**src/rtl/piano_pkg.sv**
```systemverilog
// rtl/piano_pkg.sv - shared constants and helpers for the polyphonic piano voice block
package piano_pkg;

  localparam int HP_W = 18;

  // Half-periods at 100 MHz, C4 up to D#5
  localparam logic [HP_W-1:0] HALF_PERIOD [16] = '{
    18'd191110, 18'd180388, 18'd170265, 18'd160705,
    18'd151685, 18'd143172, 18'd135139, 18'd127551,
    18'd120395, 18'd113636, 18'd107259, 18'd101239,
    18'd95557,  18'd90193,  18'd85131,  18'd80352
  };

  function automatic int clog2(input int n);
    int r;
    for (r = 0; (1 << r) < n; r++) begin
    end
    return r;
  endfunction

  // A shift that empties the entry still leaves a legal half-period of 1
  function automatic logic [HP_W-1:0] halfFor(input int key, input int shift);
    logic [HP_W-1:0] h;
    h = HALF_PERIOD[key % 16] >> shift;
    return (h == '0) ? HP_W'(1) : h;
  endfunction

endpackage

```
**src/rtl/piano_voice.sv**
```systemverilog
// rtl/piano_voice.sv - one square-wave voice; counts a half-period and toggles sq while valid
module piano_voice
  import piano_pkg::*;
(
  input  logic            CLK,
  input  logic            RST,
  input  logic            doAssign,
  input  logic            doRelease,
  input  logic [HP_W-1:0] half,
  output logic            valid,
  output logic            sq
);

  logic [HP_W-1:0] cnt;

  always_ff @(posedge CLK) begin
    if (RST || doRelease) begin
      valid <= 1'b0;
      sq    <= 1'b0;
      cnt   <= '0;
    end else if (doAssign) begin
      valid <= 1'b1;
      sq    <= 1'b0;
      cnt   <= '0;
    end else if (valid) begin
      if (cnt >= half - HP_W'(1)) begin
        cnt <= '0;
        sq  <= ~sq;
      end else begin
        cnt <= cnt + HP_W'(1);
      end
    end
  end

endmodule

```
**src/rtl/poly_piano_voice.sv**
```systemverilog
// rtl/poly_piano_voice.sv - debounced key scan, voice allocation and PWM mix of square voices
module poly_piano_voice
  import piano_pkg::*;
#(
  parameter int NUM_KEYS     = 16,
  parameter int NUM_VOICES   = 4,
  parameter int DEBOUNCE_CYC = 4,
  parameter int DIV_SHIFT    = 0
) (
  input  logic                               CLK,
  input  logic                               RST,
  input  logic [NUM_KEYS-1:0]                sw,
  output logic                               audioOut,
  output logic [clog2(NUM_VOICES+1)-1:0]     activeVoices,
  output logic [clog2(NUM_KEYS)-1:0]         topKey,
  output logic                               topKeyValid,
  output logic                               dropPulse
);

  localparam int KW = clog2(NUM_KEYS);
  localparam int AW = clog2(NUM_VOICES + 1);
  localparam int PW = (NUM_VOICES > 1) ? clog2(NUM_VOICES) : 1;
  localparam int DW = clog2(DEBOUNCE_CYC + 1);

  logic [NUM_KEYS-1:0]   sync1, sync2, keyDb;
  logic [DW-1:0]         dbCnt [NUM_KEYS];
  logic [KW-1:0]         scanIdx;
  logic [KW-1:0]         voiceKey [NUM_VOICES];
  logic [HP_W-1:0]       voiceHalf [NUM_VOICES];
  logic [NUM_VOICES-1:0] valid, sq, assignOh, releaseOh;
  logic                  scanDb, hit, freeFound, dropNext;
  logic [AW-1:0]         sumSq, popValid;
  logic [KW-1:0]         firstKey;
  logic [PW-1:0]         pwmCnt;

  always_ff @(posedge CLK) begin
    if (RST) begin
      sync1 <= '0;
      sync2 <= '0;
      keyDb <= '0;
      for (int k = 0; k < NUM_KEYS; k++) dbCnt[k] <= '0;
    end else begin
      sync1 <= sw;
      sync2 <= sync1;
      for (int k = 0; k < NUM_KEYS; k++) begin
        if (sync2[k] != keyDb[k]) begin
          if (dbCnt[k] == DW'(DEBOUNCE_CYC - 1)) begin
            keyDb[k] <= sync2[k];
            dbCnt[k] <= '0;
          end else begin
            dbCnt[k] <= dbCnt[k] + DW'(1);
          end
        end else begin
          dbCnt[k] <= '0;
        end
      end
    end
  end

  // Only the key under scanIdx is examined, so at most one voice changes per cycle
  always_comb begin
    assignOh  = '0;
    releaseOh = '0;
    hit       = 1'b0;
    freeFound = 1'b0;
    dropNext  = 1'b0;
    scanDb    = keyDb[scanIdx];
    for (int v = 0; v < NUM_VOICES; v++) begin
      if (valid[v] && voiceKey[v] == scanIdx) begin
        hit          = 1'b1;
        releaseOh[v] = ~scanDb;
      end
    end
    if (scanDb && !hit) begin
      for (int v = 0; v < NUM_VOICES; v++) begin
        if (!valid[v] && !freeFound) begin
          freeFound   = 1'b1;
          assignOh[v] = 1'b1;
        end
      end
      dropNext = ~freeFound;
    end
  end

  always_comb begin
    sumSq    = '0;
    popValid = '0;
    firstKey = '0;
    for (int v = 0; v < NUM_VOICES; v++) begin
      sumSq        = sumSq + AW'(sq[v]);
      popValid     = popValid + AW'(valid[v]);
      voiceHalf[v] = halfFor(int'(voiceKey[v]), DIV_SHIFT);
    end
    for (int k = NUM_KEYS - 1; k >= 0; k--) begin
      if (keyDb[k]) firstKey = KW'(k);
    end
  end

  genvar gv;
  generate
    for (gv = 0; gv < NUM_VOICES; gv++) begin : gVoice
      piano_voice uVoice (
        .CLK       (CLK),
        .RST       (RST),
        .doAssign  (assignOh[gv]),
        .doRelease (releaseOh[gv]),
        .half      (voiceHalf[gv]),
        .valid     (valid[gv]),
        .sq        (sq[gv])
      );
    end
  endgenerate

  always_ff @(posedge CLK) begin
    if (RST) begin
      scanIdx      <= '0;
      pwmCnt       <= '0;
      audioOut     <= 1'b0;
      activeVoices <= '0;
      topKey       <= '0;
      topKeyValid  <= 1'b0;
      dropPulse    <= 1'b0;
      for (int v = 0; v < NUM_VOICES; v++) voiceKey[v] <= '0;
    end else begin
      scanIdx      <= (scanIdx == KW'(NUM_KEYS - 1)) ? '0 : scanIdx + KW'(1);
      pwmCnt       <= (pwmCnt == PW'(NUM_VOICES - 1)) ? '0 : pwmCnt + PW'(1);
      audioOut     <= (int'(pwmCnt) < int'(sumSq));
      activeVoices <= popValid;
      topKey       <= firstKey;
      topKeyValid  <= |keyDb;
      dropPulse    <= dropNext;
      for (int v = 0; v < NUM_VOICES; v++) begin
        if (assignOh[v]) voiceKey[v] <= scanIdx;
      end
    end
  end

endmodule

```
**config.mk**
```make
export PLATFORM = sky130hd
export DESIGN_NAME = poly_piano_voice
export DESIGN_NICKNAME = d
export VERILOG_FILES = /design/src/rtl/piano_pkg.sv /design/src/rtl/piano_voice.sv /design/src/rtl/poly_piano_voice.sv
export SDC_FILE = /design/constraint.sdc
export NUM_CORES = 1
export LEC_CHECK = 0
export CELL_PAD_IN_SITES_DETAIL_PLACEMENT = 1
export CELL_PAD_IN_SITES_GLOBAL_PLACEMENT = 2
export CORE_MARGIN = 3
export CORE_UTILIZATION = 35
export DETAILED_ROUTE_END_ITERATION = 7
export PLACE_DENSITY_LB_ADDON = 0.08
export SKIP_CTS_REPAIR_TIMING = 1
export SLEW_MARGIN = 20
export SYNTH_ARGS = -nofsm -noshare
export SYNTH_HDL_FRONTEND = slang
export SYNTH_HIERARCHICAL = 1
export SYNTH_SLANG_ARGS = --single-unit
```
**constraint.sdc**
```tcl
create_clock -name CLK -period 4.1 [get_ports CLK]
set_input_delay 1.025 -clock CLK [delete_from_list [all_inputs] [get_ports CLK]]
set_output_delay 1.025 -clock CLK [all_outputs]
set_load 0.1 [all_outputs]
```
==> impl_metrics.csv <==
group,metric,value,unit
synth,synth.yosys.warnings,6,
global_route,global_route_met3_utilization,0.0209,
worst_setup_path,timing.critical_path.cells,"buf_4 > ha_2 > mux4_2 > or4_4 > or4_4 > or3_4 > nor3_4 > xnor2_1 > ha_1 > a21oi_2 > o21ai_2 > a211o_1 > a21oi_2 > o21ai_4 > clkbuf_16 > nor2_2",
route,first_iter_violations,363,
timing,finClkSkew,0.0159,ns
route,antenna_left,0,
worst_setup_path,setup.worst_path.start,"voiceKey[2][0]",
final_layout,most-common-layout-cells,"169 x nor2_1, 144 x dfxtp_1, 144 x buf_4",
worst_setup_path,max_stage_delay,0.48,ns
placed_design,routabilityCongestion,0.790,
synth,synth_enable_flop_cells,64,
clocking,clock_buffer_count_from_cts,27,
worst_setup_path,timing.critical_path.to_type,"flip-flop",
clocking,clk_latency,0.57,ns
worst_hold_path,hp-class,"flip-flop to flip-flop",
worst_setup_path,reg2reg_depth,16,
final_layout,n_antenna_cell,0,
clocking,clk_transition_reported_paths,0.06,ns
timing,max_clock_freq,0.236,GHz
pwr,leakage,6.99,nW
floorplan,placementRows,72,
synth,syn_area_per_cell,9.09,um^2
synth,ys_seq_elements,208,
worst_setup_path,cp_max_fo,8,
route,drt_first_pass_iters,4,
global_route,antenna_found_initial,0,
worst_setup_path,crit-reg2reg-launch,"voiceKey[2][0]",
global_route,globalRoute.totalOverflow,0,
pwr,pwr_density_cell,296,nW/um^2
clocking,numClockSinks,208,
floorplan,die_width,207,um
global_route,via_count_of_the_first_global_routing_pass,11500,
run,drv_cap,0,
final_layout,finalNetCount,1928,
floorplan,design.die.area,42800,um^2
floorplan,initial_core_util,0.360,
global_route,gr-max-usage-layer,"met2",
worst_setup_path,worst_path_required_time,4.61,ns
global_route,grt_use_met2,0.264,
global_route,grtUsageTotal,0.158,
timing,rsz0062_at_grt,"true",
worst_setup_path,setup.worst_path.start_class,"flip-flop",
timing,slew_violations,0,
placed_design,post-place-cells,2220,
floorplan,floorplan.die.height,207,um
timing,hold_viol_final,0,
placed_design,io_buffers,27,
global_route,first_pass_grt_wire_length,56.6,mm
final_layout,instances_no_fill,2302,
timing,final-setup-viol-count,32,
route,wirelength,34.5,mm
worst_setup_path,worstReg2RegEnd,"gVoice[2].uVoice/cnt[7]",
synth,syn-cell-area,14100,um^2
timing,layout_setup_ws,-0.139,ns
route,dr_total_vias,11300,
worst_setup_path,slowest_stage,"mux4_2",
synth,synth_cells,1553,
run_status,violations,"negative setup slack",
timing,max-slew-margin-rel,0.0937,
route,wire_per_inst,15.0,um
final_layout,syn_to_final_growth,27.8,%
worst_setup_path,worst-endpoint-arrival,4.75,ns
worst_setup_path,cp_num_cells,16,
clocking,ctsLongestPathBuffers,3,
final_layout,fraction_of_final_layout_cells_with_drive_strength_greater_than_1,0.237,
worst_setup_path,critical_path_class,"flip-flop to flip-flop",
synth,synth_seq_area_share,0.340,
clocking,cts-root-buf,"clkbuf_16",
worst_setup_path,critPathBufInv,2,
synth,library_cells_used_by_synthesis,67,
placed_design,dp_hpwl,25.8,mm
worst_setup_path,endpoint,"gVoice[2].uVoice/cnt[7]",
floorplan,core_region_area,39300,um^2
worst_setup_path,regToRegSetupSlack,-0.14,ns
synth,yosys_most_used_dff,"dfxtp_1",
timing,max_slew.worst_pin.slew,1.36,ns
clocking,tritoncts,"yes",
worst_hold_path,worstHoldPathCells,1,
route,vias_per_cell,4.93,
timing,part_of_the_cycle_the_worst_path_needs,1.03,
global_route,maximum_number_of_pins_on_one_net_before_global_route_repair,60,
timing,setup-tns-final,-2.50,ns
synth,synthArstFlopShare,0,
timing,final_period_minus_worst_setup_slack,4.24,ns
pwr,worst_ir_drop_vdd,335,uV
worst_setup_path,critical_path.top_delay_family,"simple AND/OR/NAND/NOR gates",
global_route,grt_util_met1,0.218,
placed_design,pre_cts_slack,-0.449,ns
run_status,status,"finished, violations left",
final_layout,most_common_cell_after_layout_fill_and_taps_aside,"nor2_1",
clocking,number_of_h_tree_branching_levels,1,
timing,fin_worst_hold_slack,0.436,ns
route,detail_route.drc_violations,0,
floorplan,io_pins,28,
## area by class of cell
cell class | count | area [um^2]
fillers | 4509 | 21200
multi-input cells | 1242 | 9690
flip-flops and latches | 208 | 4800
repair buffers | 191 | 1660
clock buffers | 41 | 800
well taps | 518 | 648
inverters | 93 | 354
clock inverters | 9 | 96.3
## kinds of logic after synthesis
| kind of cell | Yosys count | share of synthesized area |
|---|---|---|
| compound gates | 212 | 0.0998 |
| simple gates | 634 | 0.245 |
| flops | 208 | 0.340 |
| xor+xnor | 165 | 0.102 |
| other cells | 1 | 0.000266 |
| buf+inv | 150 | 0.0431 |
| fa+ha+maj | 147 | 0.131 |
| mux | 36 | 0.0376 |
## synth_stat cells (all sizes together), types with 23 or more instances
cell type | number | area (um^2)
nor2 | 189 | 709
ha | 145 | 1810
dfxtp | 144 | 2880
nand2 | 112 | 428
xnor2 | 95 | 832
inv | 93 | 349
a21oi | 83 | 415
nor3 | 83 | 531
xor2 | 70 | 613
edfxtp | 64 | 1920
nor2b | 61 | 397
o21ai | 50 | 250
nand3 | 37 | 238
clkbuf | 36 | 135
nor4 | 30 | 267
nand4 | 23 | 144
## metrics by stage
step	utilization	power [mW]	instance area, um^2
finish	0.460	5.35	18100
floorplan	-	2.72	14300
CTS	0.430	5.38	16900
detailed placement	0.407	2.94	16000
global route	0.460	5.61	18100
global placement	0.407	2.92	16000
## how the worst min path moves through the flow
stage                   start        end  slack, ns
floorplan            sync1[0]   sync2[0]       0.41
global placement    sync1[15]  sync2[15]       0.42
detailed placement  sync1[15]  sync2[15]       0.43
CTS                  sync1[5]   sync2[5]       0.44
global route         sync1[5]   sync2[5]       0.46
finish               sync1[5]   sync2[5]       0.44
## state kept, by name (all words and copies together), names as in the netlist
register	flops
dropPulse	1
gVoice.uVoice/cnt	72
pwmCnt	2
topKeyValid	1
scanIdx	4
topKey	4
voiceKey	16
sync2	16
dbCnt	48
gVoice.uVoice/valid	4
keyDb	16
activeVoices	3
audioOut	1
gVoice.uVoice/sq	4
sync1	16
## routing by layer
layer	wire, um	share of wire
met3	668	0.019
met4	734	0.021
met1	17100	0.50
met5	0	0
met2	16000	0.46
## where the power goes
part / internal, mW / total [mW] / switching (mW) / leakage [nW]
Combinational: 0.326 / 0.738 / 0.412 / 4.73
Clock: 1.42 / 2.39 / 0.969 / 0.436
Sequential: 2.18 / 2.23 / 0.0502 / 1.83
No activity file was read; power rests on OpenSTA's default activity.
